[src/rtl/adder_result_fifo.sv]
`timescale 1ns/1ps
`default_nettype none
// ============================================================================
// adder_result_fifo : in-order FIFO for {co,sum} adder results with a
//                     saturating carry-event counter.   Rev 1.0
// ============================================================================
module adder_result_fifo #(
   parameter int DEPTH = 4,
   parameter int CNT_W = 8
) (
   input  logic                     clk,
   input  logic                     rst,
   input  logic                     in_valid,
   output logic                     in_ready,
   input  logic                     co,
   input  logic [3:0]               sum,
   output logic                     out_valid,
   input  logic                     out_ready,
   output logic                     out_co,
   output logic [3:0]               out_sum,
   output logic [$clog2(DEPTH):0]   count,
   output logic [CNT_W-1:0]         carry_cnt,
   input  logic                     clr_cnt
);
   localparam int PTR_W = $clog2(DEPTH);
   localparam int CW    = PTR_W + 1;

   logic [4:0]       r_mem [DEPTH];
   logic [PTR_W-1:0] r_wr_ptr;
   logic [PTR_W-1:0] r_rd_ptr;
   logic [CW-1:0]    r_count;
   logic [CNT_W-1:0] r_carry_cnt;
   logic             r_out_co;
   logic [3:0]       r_out_sum;

   logic             w_push;
   logic             w_pop;
   logic [PTR_W-1:0] w_rd_next;
   logic [CW-1:0]    w_count_next;
   logic [4:0]       w_head_next;

   assign in_ready  = !rst && (r_count != CW'(DEPTH));
   assign out_valid = (r_count != '0);
   assign w_push    = in_valid && in_ready;
   assign w_pop     = out_valid && out_ready;

   // The head is kept in a register; when the next head slot is the one
   // being written this edge, forward the incoming entry instead of memory.
   always_comb begin
      w_rd_next    = w_pop ? r_rd_ptr + PTR_W'(1) : r_rd_ptr;
      w_count_next = r_count + CW'(w_push) - CW'(w_pop);
      w_head_next  = r_mem[w_rd_next];
      if (w_push && (w_rd_next == r_wr_ptr)) begin
         w_head_next = {co, sum};
      end
   end

   always_ff @(posedge clk) begin
      if (w_push) begin
         r_mem[r_wr_ptr] <= {co, sum};
      end
   end

   always_ff @(posedge clk) begin
      if (rst) begin
         r_wr_ptr    <= '0;
         r_rd_ptr    <= '0;
         r_count     <= '0;
         r_carry_cnt <= '0;
         r_out_co    <= 1'b0;
         r_out_sum   <= 4'h0;
      end else begin
         if (w_push) begin
            r_wr_ptr <= r_wr_ptr + PTR_W'(1);
         end
         r_rd_ptr <= w_rd_next;
         r_count  <= w_count_next;
         if (w_count_next != '0) begin
            {r_out_co, r_out_sum} <= w_head_next;
         end
         if (clr_cnt) begin
            r_carry_cnt <= '0;
         end else if (w_push && co && (r_carry_cnt != '1)) begin
            r_carry_cnt <= r_carry_cnt + CNT_W'(1);
         end
      end
   end

   assign count     = r_count;
   assign carry_cnt = r_carry_cnt;
   assign out_co    = r_out_co;
   assign out_sum   = r_out_sum;
endmodule
`default_nettype wire

[config.mk]
export PLATFORM = sky130hd
export DESIGN_NAME = adder_result_fifo
export DESIGN_NICKNAME = d
export VERILOG_FILES = /design/src/rtl/adder_result_fifo.sv
export SDC_FILE = /design/constraint.sdc
export NUM_CORES = 1
export LEC_CHECK = 0
export CORE_MARGIN = 1.5
export CORE_UTILIZATION = 58
export DETAILED_ROUTE_END_ITERATION = 7
export PLACE_DENSITY = 0.84
export SETUP_SLACK_MARGIN = 0.15
export SLEW_MARGIN = 20
export SYNTH_ARGS = -nofsm -noshare
export SYNTH_HDL_FRONTEND = slang
export SYNTH_SLANG_ARGS = --single-unit
[constraint.sdc]
create_clock -name clk -period 7.4 [get_ports clk]
set_input_delay 2.22 -clock clk [delete_from_list [all_inputs] [get_ports clk]]
set_output_delay 2.22 -clock clk [all_outputs]
set_load 0.01 [all_outputs]
* After elaboration in Yosys (flattened, before gate mapping)
Memories as Yosys holds them, arrays and structs flattened. A register that Yosys moved wholly into a read port is not among the register bits.
Cells that the tools add are included.
** Word-level totals
- Register bits after elaboration :: 15
- Memory bits (writable) :: 20
- Input bits :: 10
- Output and inout bits :: 18
- Logic and storage cells :: 24
- Memories :: 1
** Operators by class
- Add/subtract/negate cells :: 5
- Eq/ne operators :: 2
- Muxes and demuxes :: 3
- Reductions and logical operators :: 9
** Memories
- r_mem :: words 4, width 5, read ports 1, clocked after memory_dff 1, write ports 1, RTL line 28 : logic [4:0] r_mem [DEPTH];
** Operators with widths (number)
- $add 8x1->8 const B :: 1
- $ne 8x8->1 const B :: 1
- $reduce_bool 3->1 :: 2
- $logic_and 1x1->1 :: 5
- $add 2x1->2 const B :: 2
- $add 3x1->3 :: 1
- $ne 3x3->1 const B :: 1
- $sub 3x1->3 :: 1
- $mux 1 :: 2
- $mux 2 :: 1
- $reduce_or 2->1 :: 1
- $logic_not 1->1 :: 1

* Longest topological paths before layout
Gate-level depths: netlist of the first run.
- Word-level depth :: 6
- Mapped depth :: 14
- Depth with buffers taken out :: 12

* Worst setup path after synthesis of the first run
No wires, ideal clock.
- Path type :: input -> output
- Start point :: input port rst
- End point :: output port in_ready
- Arrival :: 2.600 ns
- Data required time :: 5.180 ns
- Path slack :: 2.580 ns
- Stages on the path :: 2
- Path buffers :: 1
- Cells stage by stage :: clkbuf_1 > nor2b_1
** On the way
- Cells in the longest elaborated chain, start to end :: 2
** RTL lines
- from (decl) :: RTL line 12 : input logic rst,
- $logic_not 1->1 :: RTL line 42 : assign in_ready = !rst && (r_count != CW'(DEPTH));
- $logic_and 1x1->1 :: RTL line 42
- to (decl) :: RTL line 14 : output logic in_ready,
No other way between the ends.

* Worst setup path in the final report of the first run
Ends and elaborated chain as after synthesis.

==> results by group, run 1 <==
Power
  – Peak supply drop: 0.2341 mV
  – Pwr Density: around 310 nW/um2
  – Psw: 0.2417 mW
  – Clk pwr share: 18.5%
  – Sequential fraction of design power: 40.6%
  – Lkg Pwr: 0.8641 nW
  – Logic gate share of total power: 40.9%
  – P_int: 0.4999 mW
  – Net Sw Frac: 32.59%

Floorplanning
  – # IOs: 28
  – Initial Util: 60.97%
  – Core area: around 3400 um2
  – DIE WIDTH: 62.46 um
  – Die ar.: 3901 um2
  – Die height: roughly 62 um
  – Site Rows: 21

Placement
  – Dpl hpwl: 2831 um
  – # port buffers: 27
  – GP Congestion: 0.7593

Critical path
  – CP Max Fanout: 13
  – CP required: 5180 ps
  – Critical Path AT: 3640 ps
  – Critical path endpoint category: primary output
  – Critical path class: in -> out
  – CP startpoint kind: input pin

STA
  – Unrepaired setup endpoints after global routing: false
  – Slew Viols, Final: 0
  – Hold Violations, Final: 0
  – Setup total negative slack: 0 ps
  – Tcrit/Tclk final: roughly four fifths
  – Clk_skew: 11.79 ps
  – Worst-Margin Slew: 631.0 ps
  – Min cycle time layout: 5856 ps
  – Max Clock Freq: 170.8 MHz
  – Setup violators final: 0
  – Slew HR: 57.88%

Synthesis
  – Mux contribution to synthesized area: roughly 15%
  – Mean Syn Cell Area: 12.74 um2
  – Complex-gate fraction of the synthesized area: 5.552%
  – Number of enable flip-flop cells after synthesis: 20
  – Synth async-reset ratio: 0%
  – Cell count after synthesis: 161
  – Seq/Total Area, Yosys: 48.81%
  – Adder-Cell Fraction of Synth Area: 5.247%
  – Synth top area share: 29.29%
  – Cell accounting for the most synthesized area: edfxtp_1
  – Unique masters post-synth: 43
  – Post-Synth XOR/XNOR Area: 7.261%
  – Syn Nets: ~180
  – Syn Std Cell Area: 2051 um2
  – Simple-Gate Fraction of Synth Area: 14.83%
  – Yosys Warn Count: 0
  – Synth area leaders: edfxtp_1, dfxtp_1, mux4_1
  – Synth Flop Type: edfxtp_1
  – Largest family of logic cells by synthesized area: multiplexers
  – Seq cells post-synth: 40

Clock tree
  – Root buf cell: clkbuf_4
  – CTS tree: done
  – Later-pin clock latency in the skew report: 340 ps
  – H-tree depth: 2
  – Post-CTS Hold Buffers: 0
  – CTS buffer count: 5
  – CTS Buffer Depth: 2
  – # resized after CTS: 0
  – CTS clock-pin slew for the worst setup and hold paths: approximately 100 ps
  – Clock tree sinks: 40
  – Post-CTS Setup Inserts: 0

Global route
  – GRT busiest layer: met2
  – Largest net degree at the start of global routing: 14
  – Number of global-route vias before repair: 1344
  – Initial antenna violation count: 0
  – Grt total ovfl: 0
  – Met3 global-route usage: 5.946%
  – GRT Overall Usage: between 20 and 25%
  – Met1 Usage GRT: between 20 and 30%
  – First-pass GRT wire length: 6389 um
  – Met2 Usage GRT: 36.29%

Finish
  – Diodes inserted: 0
  – Nets: between 200 and 250
  – Post-layout util: 72.02%
  – Fraction of layout cells with a size suffix above 1: ~10%
  – Area grow syn2layout: 18.12%

Flow run
  – Max-Cap Viols: 0

Routing
  – DRC errors left: 0
  – Pre-antenna DRT Iters: 4
  – Via count: 1360
  – Final wirelength: 3779 um
  – Antenna Violating Nets Remaining: 0
  – Routed len/inst: ~16 um
  – DR iter-0 viols: 86
  – Drt via density: 5.763

Run status
  – Outcome: complete, no violations

Worst hold path
  – Worst hold path type: reg -> reg
[power groups by stage]
| stage | clock, mW | sequential (mW) | combinational, mW |
|---|---|---|---|
| 2_1_floorplan | 0 | 0.299 | 0.216 |
| 3_3_place_gp | 0 | 0.304 | 0.294 |
| 3_5_place_dp | 0 | 0.307 | 0.306 |
| 4_1_cts | 0.140 | 0.302 | 0.308 |
| 5_1_grt | 0.151 | 0.308 | 0.332 |
| 6_report | 0.137 | 0.301 | 0.303 |
[critical path, stage by stage]
cell and delay (ps):
clkdlybuf4s50_1 650, nor2b_1 210, clkdlybuf4s50_1 550
[routing by layer]
metal	vias to the layer above	routed length (um)
met5	-	0
met4	0	42
met3	6	230
met2	52	1958
met1	649	1546
li1	653	-
[layout make-up]
| type | instances | area [um2] |
|---|---|---|
| timing repair buffer | 27 | 270.3 |
| sequential | 40 | 1001 |
| multi-input combinational | 106 | 980.9 |
| tap | 46 | 57.56 |
| fill | 248 | 940.9 |
| clock buffer | 6 | 41.29 |
| inverter | 9 | 36.28 |
| clock inverter | 2 | 35.03 |
[cell usage in the layout (no fill, tap or decap), drive strengths merged, types with 3 or more instances in the layout]
| cell | count |
|---|---|
| nor3 | 4 |
| mux4 | 9 |
| clkbuf | 6 |
| nand2 | 10 |
| nor2b | 4 |
| ha | 7 |
| o21ai | 3 |
| dfxtp | 20 |
| xnor2 | 8 |
| and3 | 4 |
| edfxtp | 20 |
| and2 | 4 |
| mux2i | 7 |
| nor2 | 14 |
| clkdlybuf4s50 | 27 |
| o211ai | 4 |
| nand3 | 5 |
| nand4 | 4 |
| inv | 9 |
[final timing paths]
path / startpoint / end / slack [ps] / depth (start not counted)
setup reg to reg: count[2] / out_co / 4210 / 12
setup / recovery: rst / in_ready / 1540 / 3
hold reg to reg: out_sum[3] / out_sum[3] / 460 / 2
hold / removal: out_sum[3] / out_sum[3] / 460 / 2
[cells in the mapped netlist (2+ instances only)]
library cell and count:
xnor2_1 8, nor2b_1 4, nand2_1 10, inv_1 8
nor2_1 14, ha_1 7, nand4_1 4, and2_1 3
edfxtp_1 20, buf_1 2, nand3_1 4, o311a_1 2
o21ai_0 2, nor3_1 4, and3_1 4, mux2i_1 7
mux4_1 6, dfxtp_1 20, or3_1 2, o211ai_1 4
buf_2 2, mux4_2 3
[state kept, by name, summed over array words and instances (netlist names)]
signal / cells
carry_cnt: 8
count: 3
out_co: 1
out_sum: 4
r_mem: 20
r_rd_ptr: 2
r_wr_ptr: 2
[cells by family (layout without fill, tap and decap cells)]
logic type	count (synthesis)	after routing
adder cells (fa/ha/maj)	8	8
flip-flops	40	40
AND/OR/NAND/NOR	56	56
multiplexers	17	17
AO/OA/AOI/OAI	13	13
buffers and inverters	15	44
XOR/XNOR	12	12
[through the flow]
stage / cell area, um2 / std cells / power [mW] / hold WS, ps / setup slack, ps
global route: 2422 / 236 / 0.7904 / 483.8 / 1459
detailed placement: 2346 / 228 / 0.6138 / 450.3 / 1553
CTS: 2422 / 236 / 0.7503 / 465.2 / 1534
global placement: 2346 / 228 / 0.5971 / 437.7 / 1595
floorplan: 2051 / 161 / 0.5143 / 470.6 / 2580
finish: 2422 / 236 / 0.7417 / 457.4 / 1544
Note: power is estimated with default switching activity, not from simulation.
==> inputs of run 2 (changes only) <==
Settings changed: CORE_UTILIZATION 58 to 49, PLACE_DENSITY 0.84 to 0.75.
Clock period 7.4 ns to 5.3 ns, I/O delays scaled along.
==> results by group, run 2 (synthesized netlist as in run 1, its figures left out) <==
Critical path
  – Reg2reg setup slack: 2290 ps
  – Worst r2r dst: out_sum[1]
  – FF-to-FF path depth: 12
  – CP required: 3710 ps
  – Critical path endpoint category: primary output
  – CP startpoint kind: input pin
  – Reg2Reg Launch Point: count[1]
  – Critical Path AT: around 2900 ps
  – CP Max Fanout: 12
  – Critical path class: in -> out

Worst hold path
  – Hold Crit Start: out_sum[3]
  – Worst hold path type: reg -> reg
  – Hold depth: 2
  – Worst Hold Path EP: out_sum[3]

Finish
  – Final Non-Filler Cells: around 240
  – Biggest register: r_mem
  – Register area: 1001 um2
  – Post-route cell area: ~2500 um2
  – Fillers: 313
  – Fraction of layout cells with a size suffix above 1: between 10% and 20%
  – Post-layout util: 62.00%
  – Commonest non-fill, non-tap cell in the layout: clkdlybuf4s50_1
  – Multi-input gate area: between 900 and 1000 um2
  – Commonest cells after routing, fill and taps aside: clkdlybuf4s50_1, dfxtp_1, edfxtp_1
  – Nets: 208
  – Max reg flops: 20
  – Diodes inserted: 0
  – Area grow syn2layout: 20.93%

Clock tree
  – # resized after CTS: 0
  – Clock tree sinks: 40
  – Root buf cell: clkbuf_8
  – CTS Buffer Depth: 2
  – CTS tree: done
  – H-tree depth: 2
  – Later-pin clock latency in the skew report: a little under 300 ps
  – CTS buffer count: 5
  – Post-CTS Setup Inserts: 0
  – Post-CTS Hold Buffers: 0
  – CTS clock-pin slew for the worst setup and hold paths: 70 ps

Run status
  – Outcome: complete, no violations

STA
  – Setup violators final: 0
  – Tcrit/Tclk final: between 80% and 90%
  – Setup total negative slack: 0 ps
  – Min cycle time layout: 4460 ps
  – Slew Viols, Final: 0
  – Clk_skew: 9.273 ps
  – Slew HR: 59.95%
  – Hold Violations, Final: 0
  – Worst-Margin Slew: 600.0 ps
  – Hold Worst Slack: ~460 ps
  – Unrepaired setup endpoints after global routing: false
  – Max Clock Freq: 224.2 MHz

Global route
  – Number of global-route vias before repair: ~1300
  – Largest net degree at the start of global routing: 14
  – First-pass GRT wire length: 6210 um
  – Initial antenna violation count: 0
  – Grt total ovfl: 0
  – GRT Overall Usage: 18.74%

Placement
  – Dpl hpwl: a little under 3000 um
  – DP Area: 2359 um2
  – Placed Cells: 233
  – GP Congestion: 0.7379
  – # port buffers: 27

Floorplanning
  – Initial Util: 51.27%
  – Die ar.: 4582 um2
  – Core area: 4000 um2
  – Site Rows: 23
  – # IOs: 28
  – Die height: approximately 68 um
  – DIE WIDTH: slightly below 70 um

Routing
  – Final wirelength: 3791 um
  – DRC errors left: 0
  – Routed len/inst: around 16 um
  – Via count: 1323
  – Pre-antenna DRT Iters: 4
  – DR iter-0 viols: 42
  – Drt via density: approximately 5.5
  – Antenna Violating Nets Remaining: 0

Power
  – Pwr Density: 440.5 nW/um2
  – Lkg Pwr: 0.8881 nW
  – Peak supply drop: 0.2179 mV

Flow run
  – Max-Cap Viols: 0
==> run 2: changes by cell type in the layout (fill, tap and decap cells not counted), sizes merged <==
cell / delta
buf: +1
==> run 2: how the worst max path moves through the flow <==
stage,slack (ps),to,startpoint,cells after the start
global route,720,out_sum[1],in_valid,13
floorplan,1400,out_co,in_valid,13
detailed placement,660,out_co,in_valid,13
CTS,840,in_ready,rst,4
global placement,810,out_sum[1],in_valid,13
finish,840,in_ready,rst,4
==> run 2: through the flow <==
stage | setup WS (ps) | power (mW)
5_1_grt | 715.1 | 1.161
3_3_place_gp | 811.1 | 0.8269
4_1_cts | 841.1 | 1.106
3_5_place_dp | 659.9 | 0.8437
2_1_floorplan | 1397 | 0.7181
6_report | 839.5 | 1.092
==> run 2: final cells by class <==
| class | instances | area share (%) |
|---|---|---|
| timing repair buffer | 28 | 11.20 |
| tap | 50 | 2.523 |
| sequential | 40 | 40.36 |
| clock inverter | 2 | 1.564 |
| inverter | 9 | 1.463 |
| multi-input combinational | 106 | 39.56 |
| clock buffer | 6 | 3.330 |
==> run 2: worst max-delay path: stages <==
cell             delay, ps
clkdlybuf4s50_1        420
buf_4                  190
nor2b_1                130
clkdlybuf4s50_1        550
==> run 2: power by group <==
part / internal [mW] / total [mW] / switching, mW
logic: 0.233 / 0.411 / 0.179
registers: 0.366 / 0.422 / 0.0552
clock network: 0.154 / 0.259 / 0.105
==> run 2: routing by layer <==
metal / up-vias / GRT usage (%) / wire (um)
li1: 648 / - / -
met1: 637 / 21.77 / 1625
met2: 32 / 33.95 / 1964
met3: 6 / 4.500 / 164
met4: 0 / 5.612 / 36
met5: - / 0 / 0
